===== src/rtl/lut_mult_pkg.sv =====
// Shared definitions for the iterative radix-4 LUT multiplier.
//   state_t     : FSM encoding (IDLE, CALC, DONE)
//   DIGIT_BITS  : bits of operand B consumed per CALC cycle
//   num_digits  : number of radix-4 digits in a WIDTH_B-bit multiplier
//   cnt_width   : width of the digit counter (at least 1 bit)
package lut_mult_pkg;

   typedef enum logic [1:0] {
      IDLE = 2'd0,
      CALC = 2'd1,
      DONE = 2'd2
   } state_t;

   localparam int unsigned DIGIT_BITS = 2;

   function automatic int unsigned num_digits(input int unsigned width_b);
      return width_b / DIGIT_BITS;
   endfunction

   // A single-digit multiplier still needs a 1-bit counter to stay legal.
   function automatic int unsigned cnt_width(input int unsigned width_b);
      int unsigned n;
      n = num_digits(width_b);
      return (n > 1) ? $clog2(n) : 1;
   endfunction

endpackage


===== src/rtl/radix4_lut_digit.sv =====
// Combinational radix-4 partial-product generator.
// Ports:
//   a  : multiplicand (WIDTH_A bits)
//   d  : radix-4 digit of the multiplier
//   pp : a * d (WIDTH_A+2 bits, cannot overflow)
module radix4_lut_digit #(
   parameter int unsigned WIDTH_A = 16
) (
   input  logic [WIDTH_A-1:0] a,
   input  logic [1:0]         d,
   output logic [WIDTH_A+1:0] pp
);

   logic [WIDTH_A+1:0] a_x1;
   logic [WIDTH_A+1:0] a_x2;

   assign a_x1 = {2'b00, a};
   assign a_x2 = {1'b0, a, 1'b0};

   always_comb begin
      pp = '0;
      unique case (d)
         2'd0: pp = '0;
         2'd1: pp = a_x1;
         2'd2: pp = a_x2;
         2'd3: pp = a_x2 + a_x1;
      endcase
   end

endmodule


===== src/rtl/iterative_lut_mult.sv =====
// Sequential unsigned multiplier: consumes two bits of B per cycle and accumulates the
// radix-4 LUT partial product {0, A, 2A, 3A} shifted into place.
// Ports:
//   Clock   : rising-edge clock
//   Reset   : synchronous, active-high; drops any operation in flight
//   iStart  : request, sampled only in IDLE
//   iData_A : multiplicand, captured when start is accepted
//   iData_B : multiplier, captured when start is accepted
//   oBusy   : high in CALC and DONE
//   oDone   : one-cycle pulse, oResult valid
//   oResult : full-precision product, held until the next operation completes
// Configuration macro ITERATIVE_LUT_MULT_EARLY_TERM_EN: when defined, the operation finishes
// as soon as the remaining multiplier bits are all zero (variable latency, same result).
module iterative_lut_mult
   import lut_mult_pkg::*;
#(
   parameter int unsigned WIDTH_A = 16,
   parameter int unsigned WIDTH_B = 16
) (
   input  logic                       Clock,
   input  logic                       Reset,
   input  logic                       iStart,
   input  logic [WIDTH_A-1:0]         iData_A,
   input  logic [WIDTH_B-1:0]         iData_B,
   output logic                       oBusy,
   output logic                       oDone,
   output logic [WIDTH_A+WIDTH_B-1:0] oResult
);

   localparam int unsigned N     = num_digits(WIDTH_B);
   localparam int unsigned K_W   = cnt_width(WIDTH_B);
   localparam int unsigned ACC_W = WIDTH_A + WIDTH_B;

   if ((WIDTH_B % DIGIT_BITS) != 0 || WIDTH_B < 2 || WIDTH_A < 2) begin : g_bad_width
      $error("iterative_lut_mult: WIDTH_B must be even and >= 2, WIDTH_A must be >= 2");
   end

   state_t               state;
   logic [WIDTH_A-1:0]   a_reg;
   logic [WIDTH_B-1:0]   b_reg;
   logic [ACC_W-1:0]     acc;
   logic [K_W-1:0]       k;

   logic [WIDTH_A+1:0]   lut_pp;
   logic [ACC_W-1:0]     pp_shift;
   logic [ACC_W-1:0]     acc_next;
   logic [WIDTH_B-1:0]   b_next;
   logic                 last_digit;

   radix4_lut_digit #(
      .WIDTH_A (WIDTH_A)
   ) u_lut (
      .a  (a_reg),
      .d  (b_reg[1:0]),
      .pp (lut_pp)
   );

   always_comb begin
      // Digit k has weight 4^k, i.e. a left shift by 2k.
      pp_shift   = ACC_W'(lut_pp) << {k, 1'b0};
      acc_next   = acc + pp_shift;
      b_next     = b_reg >> DIGIT_BITS;
      last_digit = (k == K_W'(N - 1));
   end

   always_ff @(posedge Clock) begin
      if (Reset) begin
         state   <= IDLE;
         a_reg   <= '0;
         b_reg   <= '0;
         acc     <= '0;
         k       <= '0;
         oResult <= '0;
         oDone   <= 1'b0;
         oBusy   <= 1'b0;
      end else begin
         oDone <= 1'b0;
         case (state)
            IDLE: begin
               if (iStart) begin
                  a_reg <= iData_A;
                  b_reg <= iData_B;
                  acc   <= '0;
                  k     <= '0;
                  oBusy <= 1'b1;
                  state <= CALC;
               end
            end
            CALC: begin
`ifdef ITERATIVE_LUT_MULT_EARLY_TERM_EN
               if (b_reg == '0) begin
                  // Only reachable for B=0: nothing left to add.
                  oResult <= acc;
                  oDone   <= 1'b1;
                  state   <= DONE;
               end else begin
                  acc   <= acc_next;
                  b_reg <= b_next;
                  k     <= k + K_W'(1);
                  // Finish once the remaining multiplier digits are all zero.
                  if (last_digit || b_next == '0) begin
                     oResult <= acc_next;
                     oDone   <= 1'b1;
                     state   <= DONE;
                  end
               end
`else
               acc   <= acc_next;
               b_reg <= b_next;
               k     <= k + K_W'(1);
               if (last_digit) begin
                  oResult <= acc_next;
                  oDone   <= 1'b1;
                  state   <= DONE;
               end
`endif
            end
            DONE: begin
               oBusy <= 1'b0;
               state <= IDLE;
            end
            default: begin
               oBusy <= 1'b0;
               state <= IDLE;
            end
         endcase
      end
   end

endmodule


===== config.mk =====
export PLATFORM = sky130hd
export DESIGN_NAME = iterative_lut_mult
export DESIGN_NICKNAME = d
export VERILOG_FILES = /design/src/rtl/lut_mult_pkg.sv /design/src/rtl/radix4_lut_digit.sv /design/src/rtl/iterative_lut_mult.sv
export SDC_FILE = /design/constraint.sdc
export NUM_CORES = 1
export LEC_CHECK = 0
export ABC_AREA = 1
export ABC_CLOCK_PERIOD_IN_PS = 4200
export BUFFER_PORTS_ARGS = -buffer_cell sky130_fd_sc_hd__buf_4
export CAP_MARGIN = 20
export CORE_ASPECT_RATIO = 1.5
export CORE_UTILIZATION = 50
export DETAILED_ROUTE_END_ITERATION = 8
export PLACE_DENSITY_LB_ADDON = 0.12
export SLEW_MARGIN = 10
export SYNTH_ARGS = -nofsm -noshare
export SYNTH_HDL_FRONTEND = slang
export SYNTH_SLANG_ARGS = --single-unit

===== constraint.sdc =====
create_clock -name Clock -period 4.2 [get_ports Clock]
set_input_delay 0.42 -clock Clock [delete_from_list [all_inputs] [get_ports Clock]]
set_output_delay 0.42 -clock Clock [all_outputs]
set_load 0.05 [all_outputs]

==> flow_metrics.env, run 1 <==
export IMPL_intPower_w=0.001711
export IMPL_crit_end="oResult[24]"
export IMPL_power_density_nw_per_um2=298.0
export IMPL_holdBufCountCts=0
export IMPL_synth_edf_count=0
export IMPL_antenna_cells=0
export IMPL_startpoint="a_reg[0]"
export IMPL_rrSetupSlack_ns=0.36
export IMPL_grt_overflow_total=0
export IMPL_cp_required_ns=4.45
export IMPL_io_buffers=68
export IMPL_fp_dieH_um=151.4
export IMPL_holdWs_ns=0.2827
export IMPL_final_max_slew_viol_count=0
export IMPL_die_w_um=101.6
export IMPL_clock_path_buffers=2
export IMPL_grt_pass1_vias=7401
export IMPL_yosys_warnings=0
export IMPL_synth_seq_cells=103
export IMPL_yosys_area_top_type="dfxtp_1"
export IMPL_async_flop_share=0
export IMPL_period_share=0.9153
export IMPL_cts_tree="done"
export IMPL_core_area_um2=14530
export IMPL_cts_sinks=103
export IMPL_ios=69
export IMPL_synth_seq_area_share=0.2772
export IMPL_fp_dieArea_um2=15380
export IMPL_worst_slew_pin_slew_ns=1.008
export IMPL_fmax_mhz=260.1
export IMPL_dp_worst_setup_slack_ns=0.1759
export IMPL_clk_latency_ns=0.37
export IMPL_routedWlPerCell_um=15.52
export IMPL_final_area_um2=8660
export IMPL_syn_area_per_cell_um2=6.385
export IMPL_start_util=0.5121
export IMPL_firstDrtPassIters=5
export IMPL_leakagePower_nw=4.065
export IMPL_drt_initial_drc_count=384
export IMPL_synth_area_leaders="dfxtp_1 (28%), nand2_1 (17%), ha_1 (8.2%)"
export IMPL_vias=7688
export IMPL_grt_max_degree=54
export IMPL_power_frac_comb=0.230
export IMPL_critPathMaxFanout=5
export IMPL_reg2regPathDepth=25
export IMPL_relSlewSlack=0.3273
export IMPL_rr_startpoint="a_reg[0]"
export IMPL_synth_ff_type="dfxtp_1"
export IMPL_syn_nets=1251
export IMPL_drtAntennaViolNets=0
export IMPL_gp_congestion=0.9620
export IMPL_period_minus_slack_ns=3.844
export IMPL_irDropWorstVdd_mv=0.2394
export IMPL_reg_top3="acc x32, oResult x32"
export IMPL_cp_arrival_ns=4.10
export IMPL_fill_cells=1465
export IMPL_rows=54
export IMPL_cap_violations=0
export IMPL_drc=0
export IMPL_yosysTopAreaCellShare=0.2772
export IMPL_switching_share=0.3371
export IMPL_reg2reg_to="oResult[24]"
export IMPL_hold_class="in2reg"
export IMPL_dp_hpwl_um=16850
export IMPL_vias_per_cell=5.449
export IMPL_setup_viol=0
export IMPL_htree_levels=3
export IMPL_critical_path_class="reg2reg"
export IMPL_setup_worst_path_start_class="register"
export IMPL_power_switching_w=0.0008700
export IMPL_finalClockSkew_ns=0.01145
export IMPL_syn_inst=1165
export IMPL_syn_cell_area_um2=7438
export IMPL_finish_utilization=0.5961
export IMPL_total_power_w=0.002581
export IMPL_antenna_found_initial=0
export IMPL_pwr_share_seq=0.406
export IMPL_clkPwrFrac=0.364
export IMPL_finalHoldViolations=0
export IMPL_nNetsFinal=1296
export IMPL_grt_pass1_wl_um=34980
export IMPL_root_buffer="clkbuf_16"
export IMPL_layout_drive_gt1_share=0.1473
export IMPL_grt_usage=0.2951
export IMPL_synth_cell_type_count=42
export IMPL_rsz0062_at_grt="yes"
export IMPL_place_area_um2=8088
export IMPL_layout_setup_ws_ns=0.3556
export IMPL_outcome="finished, final reports clean"
export IMPL_worst_setup_path_end_kind="register"
export IMPL_clk_pin_slew_worst_paths_ns=0.08
export IMPL_finalWirelength_um=21900
export IMPL_syn_to_final_growth_pct=16.42
export IMPL_cts_buffers=9
worst min-delay path by stage:
stage | start | endpoint | slack (ns) | cells after the start
floorplan | b_reg[14] | b_reg[14] | 0.44 | 2
global placement | b_reg[14] | b_reg[14] | 0.45 | 2
detailed placement | b_reg[15] | b_reg[15] | 0.46 | 2
CTS | iData_A[0] | a_reg[0] | 0.28 | 3
global route | iData_A[0] | a_reg[0] | 0.33 | 3
finish | iData_A[0] | a_reg[0] | 0.28 | 3
power groups by stage:
stage / Sequential (W) / Combinational, W / Clock [W]
after detailed placement: 0.00107 / 0.000560 / 0
after floorplan: 0.00106 / 0.000412 / 0
after global placement: 0.00107 / 0.000557 / 0
after CTS: 0.00105 / 0.000564 / 0.000952
final: 0.00105 / 0.000593 / 0.000940
after global routing: 0.00105 / 0.000664 / 0.000987
worst max-delay path, stage by stage, from the launching register on:
cell and delay (ns):
dfxtp_2 0.36, ha_1 0.16, inv_1 0.05, fa_1 0.35, inv_1 0.07, nand2_1 0.07, nand2_2 0.08, nand4_1 0.12
nand2_2 0.13, nand3_1 0.11, nand3_1 0.09, nand3_1 0.12, nand3_1 0.13, nand3_1 0.11, nand2_2 0.12, nand2_1 0.05
nand2_1 0.07, ha_2 0.30, a21oi_1 0.15, inv_1 0.07, a21oi_1 0.17, a21boi_0 0.28, nand3_2 0.16, xor2_2 0.21
o21bai_1 0.14, inv_1 0.06
timing repair:
item                       4_1_cts  5_1_grt
buffers inserted                 0        3
hold endpoints to repair         0        0
resized for setup                0       50
setup endpoints to repair        0       39
cells in the final DEF, fill, tap and decap left out, types with 11 or more instances in the layout:
| cell | count |
|---|---|
| xor2_1 | 11 |
| dfxtp_1 | 101 |
| o21bai_1 | 28 |
| nand2_2 | 13 |
| a21oi_2 | 17 |
| nand2_1 | 322 |
| nor2_1 | 59 |
| ha_1 | 42 |
| o22ai_1 | 12 |
| o21ai_0 | 70 |
| a21oi_1 | 101 |
| nand3_1 | 81 |
| a31oi_1 | 19 |
| inv_1 | 124 |
| buf_4 | 82 |
routing by layer:
layer | vias to the layer above | wire [µm] | GRT usage
met3 | 56 | 670 | 0.03738
met2 | 175 | 11380 | 0.5514
li1 | 3931 | - | -
met5 | - | 0 | 0
met4 | 0 | 878 | 0.1384
met1 | 3526 | 8975 | 0.3238
Yosys cell counts (all sizes together) (4+ instances only):
cell type	count
o21bai	29
a21oi	118
nand4	8
a31oi	20
dfxtp	103
nor3	11
inv	128
o211ai	4
xor2	15
nand3	87
or2	8
nand2	335
nand3b	4
a21o	9
nor2	70
clkbuf	34
xnor2	7
o21ai	86
ha	49
buf	14
o22ai	12
through the flow:
step | std cells | setup TNS [ns]
6_report | 1411 | 0
5_1_grt | 1411 | -0.5598
4_1_cts | 1408 | 0
3_5_place_dp | 1392 | 0
3_3_place_gp | 1392 | 0
2_1_floorplan | 1165 | 0
area by class of cell:
class / instances / area, µm² / area share
inverter: 130 / 488.0 / 0.05635
sequential: 103 / 2064 / 0.2384
clock inverter: 7 / 110.1 / 0.01271
clock buffer: 9 / 225.2 / 0.02601
multi-input combinational: 884 / 4911 / 0.5671
timing repair buffer: 82 / 615.6 / 0.07109
tap: 196 / 245.2 / 0.02832
cells by family after synthesis:
group / count (synthesis) / share of synthesized area
AND/OR/NAND/NOR: 526 / 0.2964
AO/OA/AOI/OAI: 284 / 0.2187
buffers and inverters: 178 / 0.09167
flip-flops: 103 / 0.2772
adder cells (fa/ha/maj): 51 / 0.08781
XOR/XNOR: 22 / 0.02691
multiplexers: 1 / 0.001346
Note: power is estimated with default switching activity, not from simulation.
==> inputs of run 2 (changes only) <==
--- a/config.mk
+++ b/config.mk
@@ -16,4 +16,5 @@
 export SLEW_MARGIN = 10
 export SYNTH_ARGS = -nofsm -noshare
 export SYNTH_HDL_FRONTEND = slang
+export SYNTH_HIERARCHICAL = 1
 export SYNTH_SLANG_ARGS = --single-unit
==> flow_metrics.env, run 2 <==
export IMPL_finalHoldViolations=0
export IMPL_min_delay_start="iData_A[10]"
export IMPL_clk_pin_slew_worst_paths_ns=0.08
export IMPL_vias_per_cell=5.137
export IMPL_drc=0
export IMPL_whs_path_depth=3
export IMPL_reg2regPathDepth=27
export IMPL_crit_buf_inv=4
export IMPL_yosys_warnings=6
export IMPL_die_w_um=105.7
export IMPL_clk_latency_ns=0.36
export IMPL_routedWlPerCell_um=14.70
export IMPL_layout_commonest_cell="nand2_1"
export IMPL_cp_slowest_stage_delay_ns=0.42
export IMPL_reg2reg_to="oResult[27]"
export IMPL_grt_pass1_vias=8004
export IMPL_antenna_found_initial=0
export IMPL_critPathMaxFanout=5
export IMPL_synth_edf_count=0
export IMPL_io_buffers=68
export IMPL_irDropWorstVdd_mv=0.1736
export IMPL_finish_utilization=0.5804
export IMPL_synth_ff_type="dfxtp_1"
export IMPL_root_buffer="clkbuf_16"
export IMPL_grt_usage=0.2941
export IMPL_syn_to_final_growth_pct=12.92
export IMPL_firstDrtPassIters=7
export IMPL_crit_slowest_cell="ha_2"
export IMPL_leakagePower_nw=4.867
export IMPL_cp_required_ns=4.47
export IMPL_critical_path_most_common_cell="nand2_1"
export IMPL_yosys_top_cells_count="nand2_1 (516), inv_1 (212), dfxtp_1 (103)"
export IMPL_syn_cell_area_um2=8066
export IMPL_relSlewSlack=0.4944
export IMPL_nNetsFinal=1509
export IMPL_cts_buffers=9
export IMPL_setup_viol=0
export IMPL_rrSetupSlack_ns=0.21
export IMPL_grt_pass1_wl_um=38140
export IMPL_synth_seq_area_share=0.2556
export IMPL_fp_dieArea_um2=16650
export IMPL_hold_class="in2reg"
export IMPL_start_util=0.5140
export IMPL_finalClockSkew_ns=0.008864
export IMPL_yosysMostFrequentCell="nand2_1"
export IMPL_final_cell_mix="nand2_1 (513), inv_1 (212), dfxtp_1 (100)"
export IMPL_outcome="finished, final reports clean"
export IMPL_syn_nets=1459
export IMPL_clock_path_buffers=2
export IMPL_layout_drive_gt1_share=0.1064
export IMPL_rsz0062_at_grt="yes"
export IMPL_fill_cells=1673
export IMPL_reg_top3="acc x32, oResult x32"
export IMPL_vias=8378
export IMPL_critical_path_top_delay_family="simple AND/OR/NAND/NOR gates"
export IMPL_ios=69
export IMPL_hold_end="a_reg[10]"
export IMPL_period_share=0.9498
export IMPL_dp_worst_setup_slack_ns=0.003809
export IMPL_cp_arrival_ns=4.26
export IMPL_critical_path_class="reg2reg"
export IMPL_yosys_area_top_type="dfxtp_1"
export IMPL_rows=56
export IMPL_fmax_mhz=250.7
export IMPL_synth_seq_cells=103
export IMPL_gp_congestion=0.9332
export IMPL_setup_worst_path_start_class="register"
export IMPL_synth_cell_type_count=40
export IMPL_htree_levels=3
export IMPL_period_minus_slack_ns=3.989
export IMPL_yosysTopAreaCellShare=0.2556
export IMPL_finalWirelength_um=23980
export IMPL_syn_inst=1373
export IMPL_grt_max_degree=56
export IMPL_drt_initial_drc_count=328
export IMPL_worst_slew_pin_slew_ns=0.7574
export IMPL_syn_area_per_cell_um2=5.875
export IMPL_drtAntennaViolNets=0
export IMPL_rr_startpoint="a_reg[0]"
export IMPL_grt_overflow_total=0
export IMPL_layout_setup_ws_ns=0.2107
export IMPL_cap_violations=0
export IMPL_cts_sinks=103
export IMPL_power_density_nw_per_um2=267.3
export IMPL_core_area_um2=15700
export IMPL_antenna_cells=0
export IMPL_dp_hpwl_um=18290
export IMPL_cts_tree="done"
export IMPL_worst_setup_path_end_kind="register"
export IMPL_async_flop_share=0
export IMPL_final_max_slew_viol_count=0
export IMPL_fp_dieH_um=157.6
export IMPL_synth_area_leaders="dfxtp_1 (26%), nand2_1 (24%), inv_1 (9.9%)"
==> run 2: cell count changes after synthesis, sizes merged, moves of 7 or more <==
| cell | before | now |
|---|---|---|
| inv | 128 | 216 |
| clkbuf | 34 | 24 |
| o21bai | 29 | 11 |
| o21a | 2 | 11 |
| nand2 | 335 | 527 |
| nand3 | 87 | 72 |
| a21oi | 118 | 73 |
| xnor2 | 7 | 0 |
| o21ai | 86 | 74 |
| mux2i | 1 | 8 |
| nor2 | 70 | 106 |
==> run 2: logic make-up (layout without fill, tap and decap cells) <==
logic type / count (synthesis) / after routing / share of synthesized area
AND/OR/NAND/NOR: 734 / 734 / 0.3703
buffers and inverters: 262 / 317 / 0.1273
AO/OA/AOI/OAI: 199 / 199 / 0.1376
flip-flops: 103 / 103 / 0.2556
adder cells (fa/ha/maj): 51 / 51 / 0.08097
XOR/XNOR: 16 / 16 / 0.01830
multiplexers: 8 / 8 / 0.009927
==> run 2: worst max-delay path by stage <==
stage / from / endpoint / slack, ns / cells after the start
floorplan: a_reg[1] / oResult[23] / 0.96 / 31
global placement: a_reg[8] / oResult[27] / -0.1 / 25
detailed placement: a_reg[8] / oResult[27] / 0.004 / 25
CTS: a_reg[1] / oResult[28] / 0.02 / 26
global route: a_reg[0] / oResult[24] / -0.05 / 30
finish: a_reg[0] / oResult[27] / 0.21 / 27
==> run 2: what timing repair did <==
item	CTS	global route
pin swaps	2	3
endpoints found under the setup margin	1	41
resized for setup	3	30
buffers inserted	1	1
hold buffers	0	0
==> run 2: report_power, final <==
group,switching [W],internal (W),total (W)
logic,0.000355,0.000178,0.000533
registers,0.0000307,0.00102,0.00105
clock network,0.000436,0.000419,0.000855
total,0.000822,0.00161,0.00243
==> run 2: final cells by class <==
cell class / instances / area [µm²] / area share
inverters: 218 / 818.3 / 0.08984
clock buffers: 10 / 229.0 / 0.02514
multi-input cells: 1008 / 5056 / 0.5551
clock inverters: 6 / 62.56 / 0.006868
repair buffers: 83 / 623.1 / 0.06841
flip-flops and latches: 103 / 2066 / 0.2268
well taps: 203 / 254.0 / 0.02788
==> run 2: through the flow <==
stage                     hold WS (ns)  setup TNS [ns]  total power [W]  std cells  cell area [µm²]
after floorplan                 0.4410               0         0.001421       1373             8066
after global placement          0.4527         -0.1624         0.001581       1613             8720
after detailed placement        0.4571               0         0.001582       1613             8720
after CTS                       0.2663               0         0.002433       1630             9024
after global routing            0.2741         -0.2805         0.002545       1631             9109
final                           0.2733               0         0.002435       1631             9109
==> run 2: routing by layer <==
layer | wire length [µm] | GRT usage | vias to the layer above
met5 | 0 | 0 | -
met4 | 1149 | 0.1508 | 0
met3 | 901 | 0.04720 | 65
met2 | 12180 | 0.5459 | 164
met1 | 9746 | 0.3192 | 3769
li1 | - | - | 4380
==> run 2: tightest hold or removal path, cell delays in order <==
cell and delay [ns]:
buf_4 0.07, nor2_1 0.03, nor2_1 0.08
==> inputs of run 3 (changes only) <==
--- a/config.mk
+++ b/config.mk
@@ -7,11 +7,11 @@
 export LEC_CHECK = 0
 export ABC_AREA = 1
 export ABC_CLOCK_PERIOD_IN_PS = 4200
-export BUFFER_PORTS_ARGS = -buffer_cell sky130_fd_sc_hd__buf_4
 export CAP_MARGIN = 20
 export CORE_ASPECT_RATIO = 1.5
 export CORE_UTILIZATION = 50
 export DETAILED_ROUTE_END_ITERATION = 8
+export DONT_BUFFER_PORTS = 1
 export PLACE_DENSITY_LB_ADDON = 0.12
 export SLEW_MARGIN = 10
 export SYNTH_ARGS = -nofsm -noshare
==> flow_metrics.env, run 3 (same netlist as run 2, synthesis figures left out) <==
export IMPL_outcome="finished, final reports clean"
export IMPL_final_cell_mix="nand2_1 (514), inv_1 (212), dfxtp_1 (99)"
export IMPL_reg_top3="acc x32, oResult x32"
export IMPL_syn_to_final_growth_pct=6.747
export IMPL_period_minus_slack_ns=3.883
export IMPL_clk_pin_slew_worst_paths_ns=0.07
export IMPL_vias_per_cell=5.175
export IMPL_io_buffers=0
export IMPL_grt_pass1_vias=7733
export IMPL_vias=8114
export IMPL_total_power_w=0.002434
export IMPL_fp_dieH_um=157.6
export IMPL_whs_path_depth=1
export IMPL_fp_dieArea_um2=16650
export IMPL_die_w_um=105.7
export IMPL_layout_commonest_cell="nand2_1"
export IMPL_reg2regPathDepth=24
export IMPL_rsz0062_at_grt="yes"
export IMPL_gp_congestion=0.9896
export IMPL_critPathMaxFanout=5
export IMPL_holdWs_ns=0.1072
export IMPL_ios=69
export IMPL_irDropWorstVdd_mv=0.2096
export IMPL_final_area_um2=8611
export IMPL_dp_hpwl_um=18100
export IMPL_clk_latency_ns=0.37
export IMPL_finalHoldViolations=0
export IMPL_cap_violations=0
export IMPL_finalWirelength_um=23580
export IMPL_htree_levels=3
export IMPL_crit_chain="ha_1 -> nand2_1 -> inv_1 -> nand2_1 -> nand3_1 -> or2_2 -> nand3_1 -> nand3_1 -> nand2_1 -> nand3_1 -> o21ai_0 -> mux2i_1 -> ha_2 -> nand2_1 -> nor2_2 -> nand2_1 -> nor3_2 -> nand2_1 -> nand2_1 -> nand2_1 -> nand2_1 -> nand2_1 -> nand2_1 -> inv_1"
export IMPL_grt_usage=0.2929
export IMPL_cts_buffers=9
export IMPL_power_density_nw_per_um2=282.6
export IMPL_setup_worst_path_start_class="register"
export IMPL_layout_drive_gt1_share=0.06154
export IMPL_core_area_um2=15700
export IMPL_worst_slew_pin_slew_ns=0.7824
export IMPL_grt_pass1_wl_um=38090
export IMPL_crit_slowest_cell="dfxtp_1"
export IMPL_setup_viol=0
export IMPL_cts_tree="done"
export IMPL_leakagePower_nw=4.536
export IMPL_final_max_slew_viol_count=0
export IMPL_critical_path_class="reg2reg"
export IMPL_grt_overflow_total=0
export IMPL_drt_initial_drc_count=369
export IMPL_period_share=0.9246
export IMPL_fmax_mhz=257.5
export IMPL_cp_slowest_stage_delay_ns=0.44
export IMPL_start_util=0.5140
export IMPL_antenna_cells=0
export IMPL_place_area_um2=8217
export IMPL_nNetsFinal=1446
export IMPL_finish_utilization=0.5486
export IMPL_routedWlPerCell_um=15.04
export IMPL_finalClockSkew_ns=0.01214
export IMPL_clock_path_buffers=2
export IMPL_holdBufCountCts=0
export IMPL_root_buffer="clkbuf_16"
export IMPL_tns_ns=0
export IMPL_drtAntennaViolNets=0
export IMPL_cts_sinks=103
export IMPL_critical_path_most_common_cell="nand2_1"
export IMPL_cp_required_ns=4.47
export IMPL_antenna_found_initial=0
export IMPL_grt_max_degree=56
export IMPL_relSlewSlack=0.4778
export IMPL_rows=56
export IMPL_hold_class="in2reg"
export IMPL_firstDrtPassIters=5
export IMPL_worst_setup_path_end_kind="register"
export IMPL_drc=0
export IMPL_cp_arrival_ns=4.16
[run 3: cell types whose count changed in the layout (fill, tap and decap cells not counted), moves of 2 or more]
cell / change
a31oi_2: -2
o21ai_0: -4
a21oi_1: +4
a21oi_2: -4
ha_2: +2
a31oi_1: +2
inv_8: +2
buf_4: -63
ha_1: -2
o21ai_1: +3
[run 3: per-layer routing]
layer,track usage,vias to the layer above,share of wire
li1,-,4259,-
met1,0.3235,3664,0.41
met2,0.5419,133,0.52
met3,0.03685,58,0.029
met4,0.1554,0,0.047
met5,0,-,0
[run 3: cell type report]
type                    instances  area [µm²]
clock buffers                  10       239.0
clock inverters                 6       60.06
fillers                      1693        7084
inverters                     218       818.3
multi-input cells            1008        5022
flip-flops and latches        103        2067
well taps                     203       254.0
repair buffers                 20       150.1
[run 3: final timing paths]
check             from     endpoint  slack [ns]
min              Reset  oResult[15]        0.11
min reg2reg  b_reg[15]    b_reg[15]        0.46
max reg2reg   a_reg[5]  oResult[27]        0.32
max           a_reg[5]  oResult[27]        0.32
[run 3: what timing repair did]
item	CTS	global route
resized for setup	1	30
endpoints found under the hold margin	0	0
buffers inserted	0	6
cloned	0	0
setup endpoints to repair	1	39
pin swaps	0	8
[run 3: report_power, final]
group / switching [W] / internal (W) / total (W)
combinational: 0.000338 / 0.000163 / 0.000501
clock: 0.000447 / 0.000436 / 0.000883
sequential: 0.0000341 / 0.00102 / 0.00105
total: 0.000818 / 0.00162 / 0.00243
[run 3: per-stage QoR]
stage               setup slack [ns]  cells
finish                        0.3166   1568
global route               -0.008648   1568
CTS                          0.04608   1562
detailed placement           0.02543   1546
global placement            -0.08053   1546
floorplan                     0.9551   1373
[run 3: worst max-delay path: cells and delay by family (launching register included)]
kind	cells	cell delay, ns
DFF	1	0.44
muxes	1	0.21
and+or+nand+nor	18	2.11
adders and majority gates	2	0.73
AOI/OAI and AO/OA	1	0.22
buffers and inverters	2	0.08
